<file path="config.mk">
export PLATFORM = sky130hd
export DESIGN_NAME = pulse_width_meter
export DESIGN_NICKNAME = d
export VERILOG_FILES = /design/src/rtl/pulse_width_pkg.sv /design/src/rtl/pulse_width_slot.sv /design/src/rtl/pulse_width_meter.sv
export SDC_FILE = /design/constraint.sdc
export NUM_CORES = 1
export LEC_CHECK = 0
export CORE_ASPECT_RATIO = 0.5
export CORE_MARGIN = 4
export CORE_UTILIZATION = 40
export CTS_CLUSTER_DIAMETER = 40
export DETAILED_ROUTE_END_ITERATION = 7
export PLACE_DENSITY = 0.65
export SLEW_MARGIN = 10
export SYNTH_ARGS = -nofsm -noshare
export SYNTH_HDL_FRONTEND = slang
export SYNTH_SLANG_ARGS = --single-unit
</file>
<file path="constraint.sdc">
create_clock -name clk_i -period 2.1 [get_ports clk_i]
set_input_delay 0.21 -clock clk_i [delete_from_list [all_inputs] [get_ports clk_i]]
set_output_delay 0.21 -clock clk_i [all_outputs]
set_load 0.02 [all_outputs]
</file>
<file path="src/rtl/pulse_width_pkg.sv">
// pulse_width_pkg
//   Shared definitions for the pulse width meter.
//   - state_e      : measurement FSM states (MEAS_LO is only reachable when
//                    the meter is built with PULSE_WIDTH_METER_LOW_EN)
//   - DefCntWidth  : default counter / width_o width
// The result record is a packed struct declared inside pulse_width_slot,
// because its width follows the CntWidth parameter of the instance.
package pulse_width_pkg;

  typedef enum logic [1:0] {
    IDLE    = 2'd0,
    MEAS_HI = 2'd1,
    MEAS_LO = 2'd2
  } state_e;

  localparam int unsigned DefCntWidth = 16;

endpackage

</file>
<file path="src/rtl/pulse_width_slot.sv">
// pulse_width_slot
//   Single-entry result holding register with drop detection.
//   Ports:
//     clk_i, rst_ni        clock, asynchronous active-low reset
//     clr_i                synchronous clear, highest priority
//     load_i               a measurement completed this cycle
//     width_i/level_i/sat_i  the completed measurement
//     ready_i              consumer accepts the held result
//     valid_o              a result is held
//     width_o/level_o/sat_o  the held result
//     drop_o               one-cycle pulse: a completed result was discarded
//
// Handshake: a transfer happens on every cycle with valid_o & ready_i. While
// valid_o & !ready_i the held result is frozen. A completion is accepted when
// the slot is empty or is being drained in the same cycle; otherwise it is
// discarded and drop_o pulses on the following cycle.
module pulse_width_slot #(
  parameter int unsigned Width = 16
) (
  input  logic             clk_i,
  input  logic             rst_ni,
  input  logic             clr_i,
  input  logic             load_i,
  input  logic [Width-1:0] width_i,
  input  logic             level_i,
  input  logic             sat_i,
  input  logic             ready_i,
  output logic             valid_o,
  output logic [Width-1:0] width_o,
  output logic             level_o,
  output logic             sat_o,
  output logic             drop_o
);

  typedef struct packed {
    logic [Width-1:0] width;
    logic             level;
    logic             sat;
  } result_t;

  result_t slot_q;
  logic    valid_q;
  logic    drop_q;
  logic    accept;

  // Slot can take a new result if empty or emptying this cycle.
  assign accept = ~valid_q | ready_i;

  always_ff @(posedge clk_i or negedge rst_ni) begin
    if (!rst_ni) begin
      slot_q  <= '0;
      valid_q <= 1'b0;
      drop_q  <= 1'b0;
    end else if (clr_i) begin
      slot_q  <= '0;
      valid_q <= 1'b0;
      drop_q  <= 1'b0;
    end else begin
      drop_q <= load_i & ~accept;
      if (load_i && accept) begin
        slot_q  <= '{width: width_i, level: level_i, sat: sat_i};
        valid_q <= 1'b1;
      end else if (ready_i) begin
        valid_q <= 1'b0;
      end
    end
  end

  assign valid_o = valid_q;
  assign width_o = slot_q.width;
  assign level_o = slot_q.level;
  assign sat_o   = slot_q.sat;
  assign drop_o  = drop_q;

endmodule

</file>
<file path="src/rtl/pulse_width_meter.sv">
// pulse_width_meter
//   Measures the width in clock cycles of high pulses (and low pulses when
//   built with `define PULSE_WIDTH_METER_LOW_EN) from upstream edge strobes,
//   offering each completed measurement on a single-entry valid/ready port.
//   Ports:
//     clk_i, rst_ni      clock, asynchronous active-low reset
//     clr_i              synchronous clear, overrides every other input
//     en_i               measurement enable; low aborts a running measurement
//     r_edge_i, f_edge_i one-cycle rising / falling edge strobes
//     width_o            measured width (all ones when saturated)
//     level_o            pulse polarity, 1 = high
//     sat_o              width saturated; qualified by valid_o
//     valid_o, ready_i   result handshake
//     drop_o             one-cycle pulse: a completed result was discarded
//     state_o            current FSM state (debug)
//   Width counts from the start-edge cycle (inclusive) to the end-edge cycle
//   (exclusive); the result is visible the cycle after the end edge.
module pulse_width_meter
  import pulse_width_pkg::*;
#(
  parameter int unsigned CntWidth = DefCntWidth
) (
  input  logic                clk_i,
  input  logic                rst_ni,
  input  logic                clr_i,
  input  logic                en_i,
  input  logic                r_edge_i,
  input  logic                f_edge_i,
  output logic [CntWidth-1:0] width_o,
  output logic                level_o,
  output logic                sat_o,
  output logic                valid_o,
  input  logic                ready_i,
  output logic                drop_o,
  output state_e              state_o
);

  localparam logic [CntWidth-1:0] SatVal  = {CntWidth{1'b1}};
  localparam logic [CntWidth-1:0] SatPrev = {{(CntWidth-1){1'b1}}, 1'b0};
  localparam logic [CntWidth-1:0] CntOne  = {{(CntWidth-1){1'b0}}, 1'b1};

  state_e              state_q;
  logic [CntWidth-1:0] cnt_q;
  logic                sat_q;  // set exactly when cnt_q has hit SatVal
  logic                done;
  logic                done_level;

  // A measurement completes on the terminating edge while still enabled;
  // an enable drop in the same cycle aborts instead.
  always_comb begin
    done       = 1'b0;
    done_level = 1'b1;
    case (state_q)
      MEAS_HI: done = en_i & f_edge_i;
`ifdef PULSE_WIDTH_METER_LOW_EN
      MEAS_LO: begin
        done       = en_i & r_edge_i;
        done_level = 1'b0;
      end
`endif
      default: ;
    endcase
  end

  always_ff @(posedge clk_i or negedge rst_ni) begin
    if (!rst_ni) begin
      state_q <= IDLE;
      cnt_q   <= '0;
      sat_q   <= 1'b0;
    end else if (clr_i) begin
      state_q <= IDLE;
      cnt_q   <= '0;
      sat_q   <= 1'b0;
    end else begin
      case (state_q)
        IDLE: begin
          // Rising edge wins over a simultaneous falling edge.
          if (en_i && r_edge_i) begin
            state_q <= MEAS_HI;
            cnt_q   <= CntOne;
            sat_q   <= 1'b0;
`ifdef PULSE_WIDTH_METER_LOW_EN
          end else if (en_i && f_edge_i) begin
            state_q <= MEAS_LO;
            cnt_q   <= CntOne;
            sat_q   <= 1'b0;
`endif
          end
        end
        MEAS_HI: begin
          if (!en_i) begin
            state_q <= IDLE;
            cnt_q   <= '0;
            sat_q   <= 1'b0;
          end else if (f_edge_i) begin
`ifdef PULSE_WIDTH_METER_LOW_EN
            state_q <= MEAS_LO;
            cnt_q   <= CntOne;
`else
            state_q <= IDLE;
            cnt_q   <= '0;
`endif
            sat_q   <= 1'b0;
          end else if (cnt_q != SatVal) begin
            // Stray rising edges land here and are ignored.
            cnt_q <= cnt_q + CntOne;
            if (cnt_q == SatPrev) sat_q <= 1'b1;
          end
        end
`ifdef PULSE_WIDTH_METER_LOW_EN
        MEAS_LO: begin
          if (!en_i) begin
            state_q <= IDLE;
            cnt_q   <= '0;
            sat_q   <= 1'b0;
          end else if (r_edge_i) begin
            state_q <= MEAS_HI;
            cnt_q   <= CntOne;
            sat_q   <= 1'b0;
          end else if (cnt_q != SatVal) begin
            cnt_q <= cnt_q + CntOne;
            if (cnt_q == SatPrev) sat_q <= 1'b1;
          end
        end
`endif
        default: begin
          state_q <= IDLE;
          cnt_q   <= '0;
          sat_q   <= 1'b0;
        end
      endcase
    end
  end

  pulse_width_slot #(
    .Width (CntWidth)
  ) u_slot (
    .clk_i   (clk_i),
    .rst_ni  (rst_ni),
    .clr_i   (clr_i),
    .load_i  (done),
    .width_i (cnt_q),
    .level_i (done_level),
    .sat_i   (sat_q),
    .ready_i (ready_i),
    .valid_o (valid_o),
    .width_o (width_o),
    .level_o (level_o),
    .sat_o   (sat_o),
    .drop_o  (drop_o)
  );

  assign state_o = state_q;

endmodule

</file>
==> results.sh <==
export IMPL_hpwl_um=3264
export IMPL_final_area_sq_mm=0.002359
export IMPL_synth_top_cell_area_share_pct=50.90
export IMPL_p_sw_mw=0.3271
export IMPL_yosysWarnings=0
export IMPL_synth_nets=216
export IMPL_cts_resized_gates=0
export IMPL_cpPeakStageDelay_ns=0.45
export IMPL_finalHoldViolations=0
export IMPL_gp_congestion=0.8763
export IMPL_place_area_sq_mm=0.002263
export IMPL_rsz0062_at_grt="no"
export IMPL_htree_num_levels=2
export IMPL_crit_fanout=16
export IMPL_grt_usage_pct=15.41
export IMPL_firstDrtPassIters=4
export IMPL_cts_setup_buffers=0
export IMPL_finalSetupViolations=0
export IMPL_die_area_sq_mm=0.005894
export IMPL_grt_pass1_wl_um=7327
export IMPL_via_per_inst=5.356
export IMPL_cp_slowest_cell="or3_4"
export IMPL_clock_sinks=38
export IMPL_syn_inst=207
export IMPL_p_clk_share_pct=38.3
export IMPL_worst_r2r_cell_count=6
export IMPL_drt_iter0_drc=204
export IMPL_max_vdd_ir_drop_mv=0.2820
export IMPL_pre_cts_slack_ns=0.03850
export IMPL_drive_gt1_share_pct=11.79
export IMPL_cts_tree="yes"
export IMPL_cp_arrival_ns=2.04
export IMPL_num_rows=17
export IMPL_synth_seq_cells=38
export IMPL_avgSynthCellArea_sq_um=9.024
export IMPL_die_width_um=104.6
export IMPL_period_minus_slack_ns=1.879
export IMPL_crit_required_ns=2.26
export IMPL_seq_area_frac_synth_pct=50.90
export IMPL_ys_flop_type="dfrtp_1"
export IMPL_cp_cell_sequence="ha_1, nand3_1, or3_4, o21ai_4, or4_1, a21oi_1"
export IMPL_p_int_mw=1.039
export IMPL_drt_antenna_violating_nets=0
export IMPL_numCtsBuffers=5
export IMPL_grt_start_max_net_pins=39
export IMPL_crit_type="reg2reg"
export IMPL_swShare_pct=23.96
export IMPL_route_detailed_drc=0
export IMPL_cap_viol_max_count=0
export IMPL_fmax_mhz=532.1
export IMPL_hold_buffers=0
export IMPL_met2_length_um=1780
export IMPL_end_kind="register"
export IMPL_wl_per_cell_um=14.44
export IMPL_final_nets=254
export IMPL_grt_pass1_vias=1516
export IMPL_synth_most_common_cell="nand2_1"
export IMPL_grt_ovfl_total=0
export IMPL_power_density_mw_per_mm2=579.0
export IMPL_setup_tns_ns=0
export IMPL_diodes=0
export IMPL_cts_root_buf="clkbuf_8"
export IMPL_hold_class="in2async"
export IMPL_vias=1623
export IMPL_synth_edff_count=0
export IMPL_io_buffers=27
export IMPL_seqPwrFrac_pct=54.1
export IMPL_clockBufferDepth=2
export IMPL_antenna_found_initial=0
export IMPL_io_pins=29
export IMPL_core_area_sq_mm=0.004446
export IMPL_reg2reg_slack_ns=0.22
export IMPL_comb_power_share_pct=7.7
export IMPL_path_clk_slew_ns=0.08
export IMPL_wl_um=4374
export IMPL_startpoint_type="register"
export IMPL_slew_viol_final=0
export IMPL_synth_area_sq_mm=0.001868
export IMPL_dieHeight_um=56.32
export IMPL_top_layer_used="met3"
export IMPL_wl_met1_um=2304
export IMPL_fin_ws_ns=0.2207
export IMPL_clkLatencyLatePin_ns=0.28
export IMPL_p_leak_nw=0.9668
export IMPL_syn2layout_area_growth_pct=26.26
export IMPL_fillers=414
export IMPL_wl_met3_um=289
export IMPL_period_share_pct=89.49
export IMPL_synthArstFlopShare_pct=100.0
export IMPL_status="completed"
export IMPL_initial_core_util_pct=42.02
export IMPL_yosys_top_cells_count="50 x nand2_1, 38 x dfrtp_1, 26 x a21oi_1"
export IMPL_netlist_cell_type_count=44
export IMPL_synth_area_leaders="dfrtp_1 51%, nand2_1 10%, a21oi_1 7.0%"
export IMPL_total_power_mw=1.366
export IMPL_fin_skew_ns=0.005814
export IMPL_synth_largest_area_cell="dfrtp_1"
==> cell usage in the layout, fill, tap and decap left out, types with 2 or more instances in the layout <==
| cell type | Yosys | layout |
|---|---|---|
| o21ai_0 | 3 | 3 |
| dfrtp_1 | 38 | 38 |
| clkbuf_8 | 0 | 6 |
| nand2_1 | 50 | 50 |
| nand3_1 | 8 | 8 |
| nand2b_1 | 2 | 2 |
| and2_1 | 2 | 2 |
| buf_4 | 1 | 14 |
| a31oi_1 | 3 | 3 |
| nor3_1 | 3 | 3 |
| nor2_1 | 11 | 11 |
| o21ai_1 | 7 | 7 |
| nand4_1 | 2 | 2 |
| o211ai_1 | 2 | 2 |
| and3_1 | 2 | 2 |
| inv_1 | 4 | 4 |
| a21oi_1 | 26 | 26 |
| or4_1 | 5 | 5 |
| ha_1 | 2 | 2 |
| clkdlybuf4s50_1 | 0 | 27 |
| o31ai_1 | 6 | 6 |
==> metal layers <==
metal,vias up,track usage (%)
li1,803,-
met1,761,24.12
met2,59,21.10
met3,0,3.559
met4,0,3.738
met5,-,0
==> cell type report <==
class	count	area, sq um	area share (%)
clock buffers	6	82.58	3.501
clock inverters	2	12.51	0.5305
inverters	4	15.01	0.6366
multi-input cells	155	850.8	36.07
flip-flops and latches	38	950.9	40.32
well taps	57	71.32	3.024
repair buffers	41	375.4	15.92
==> power by group through the flow <==
| stage | combinational (mW) | clock (mW) | sequential, mW |
|---|---|---|---|
| 6_report | 0.105 | 0.522 | 0.739 |
| 5_1_grt | 0.117 | 0.576 | 0.739 |
| 4_1_cts | 0.105 | 0.537 | 0.738 |
| 3_5_place_dp | 0.105 | 0 | 0.753 |
| 3_3_place_gp | 0.104 | 0 | 0.753 |
| 2_1_floorplan | 0.0448 | 0 | 0.757 |
==> kinds of logic (layout without fill, tap and decap cells) <==
| logic type | Yosys count | count (layout) | share of synthesized area [%] |
|---|---|---|---|
| xor gates and xnor gates | 2 | 2 | 0.9379 |
| adders and majority gates | 2 | 2 | 1.339 |
| and+or+nand+nor | 97 | 97 | 26.06 |
| other | 1 | 1 | 0.2007 |
| AOI/OAI and AO/OA | 52 | 52 | 16.48 |
| buffers and inverters | 14 | 53 | 3.550 |
| DFF | 38 | 38 | 50.90 |
| muxes | 1 | 1 | 0.5359 |
==> path summary, 6_finish.rpt <==
check | start | to
max reg2reg | cnt_q[1] | cnt_q[10]
max | cnt_q[1] | cnt_q[10]
min reg2reg | u_slot.level_o | u_slot.level_o
min | rst_ni | u_slot.level_o
min in group clk_i | u_slot.level_o | u_slot.level_o
max in group asynchronous | rst_ni | u_slot.width_o[2]
==> worst max-delay path: cells and delay by family (launching register included) <==
family / cells / cell delay (ns)
DFF: 1 / 0.36
and+or+nand+nor: 3 / 0.77
AOI/OAI and AO/OA: 2 / 0.41
adders and majority gates: 1 / 0.21
==> registers in the layout, indices dropped and copies added, names as in the netlist <==
name	cells
u_slot.width_o	16
state_o	1
u_slot.valid_o	1
u_slot.sat_o	1
sat_q	1
u_slot.level_o	1
cnt_q	16
u_slot.drop_o	1
==> through the flow <==
| stage | hold WS [ns] | std cells | utilization, % |
|---|---|---|---|
| 3_3_place_gp | 0.4868 | 295 | 50.91 |
| 5_1_grt | 0.3896 | 303 | 53.05 |
| 4_1_cts | 0.3542 | 303 | 53.05 |
| 6_report | 0.3397 | 303 | 53.05 |
| 2_1_floorplan | -0.08559 | 207 | - |
| 3_5_place_dp | 0.5093 | 295 | 50.91 |
Power figures use the tool's default switching activity.
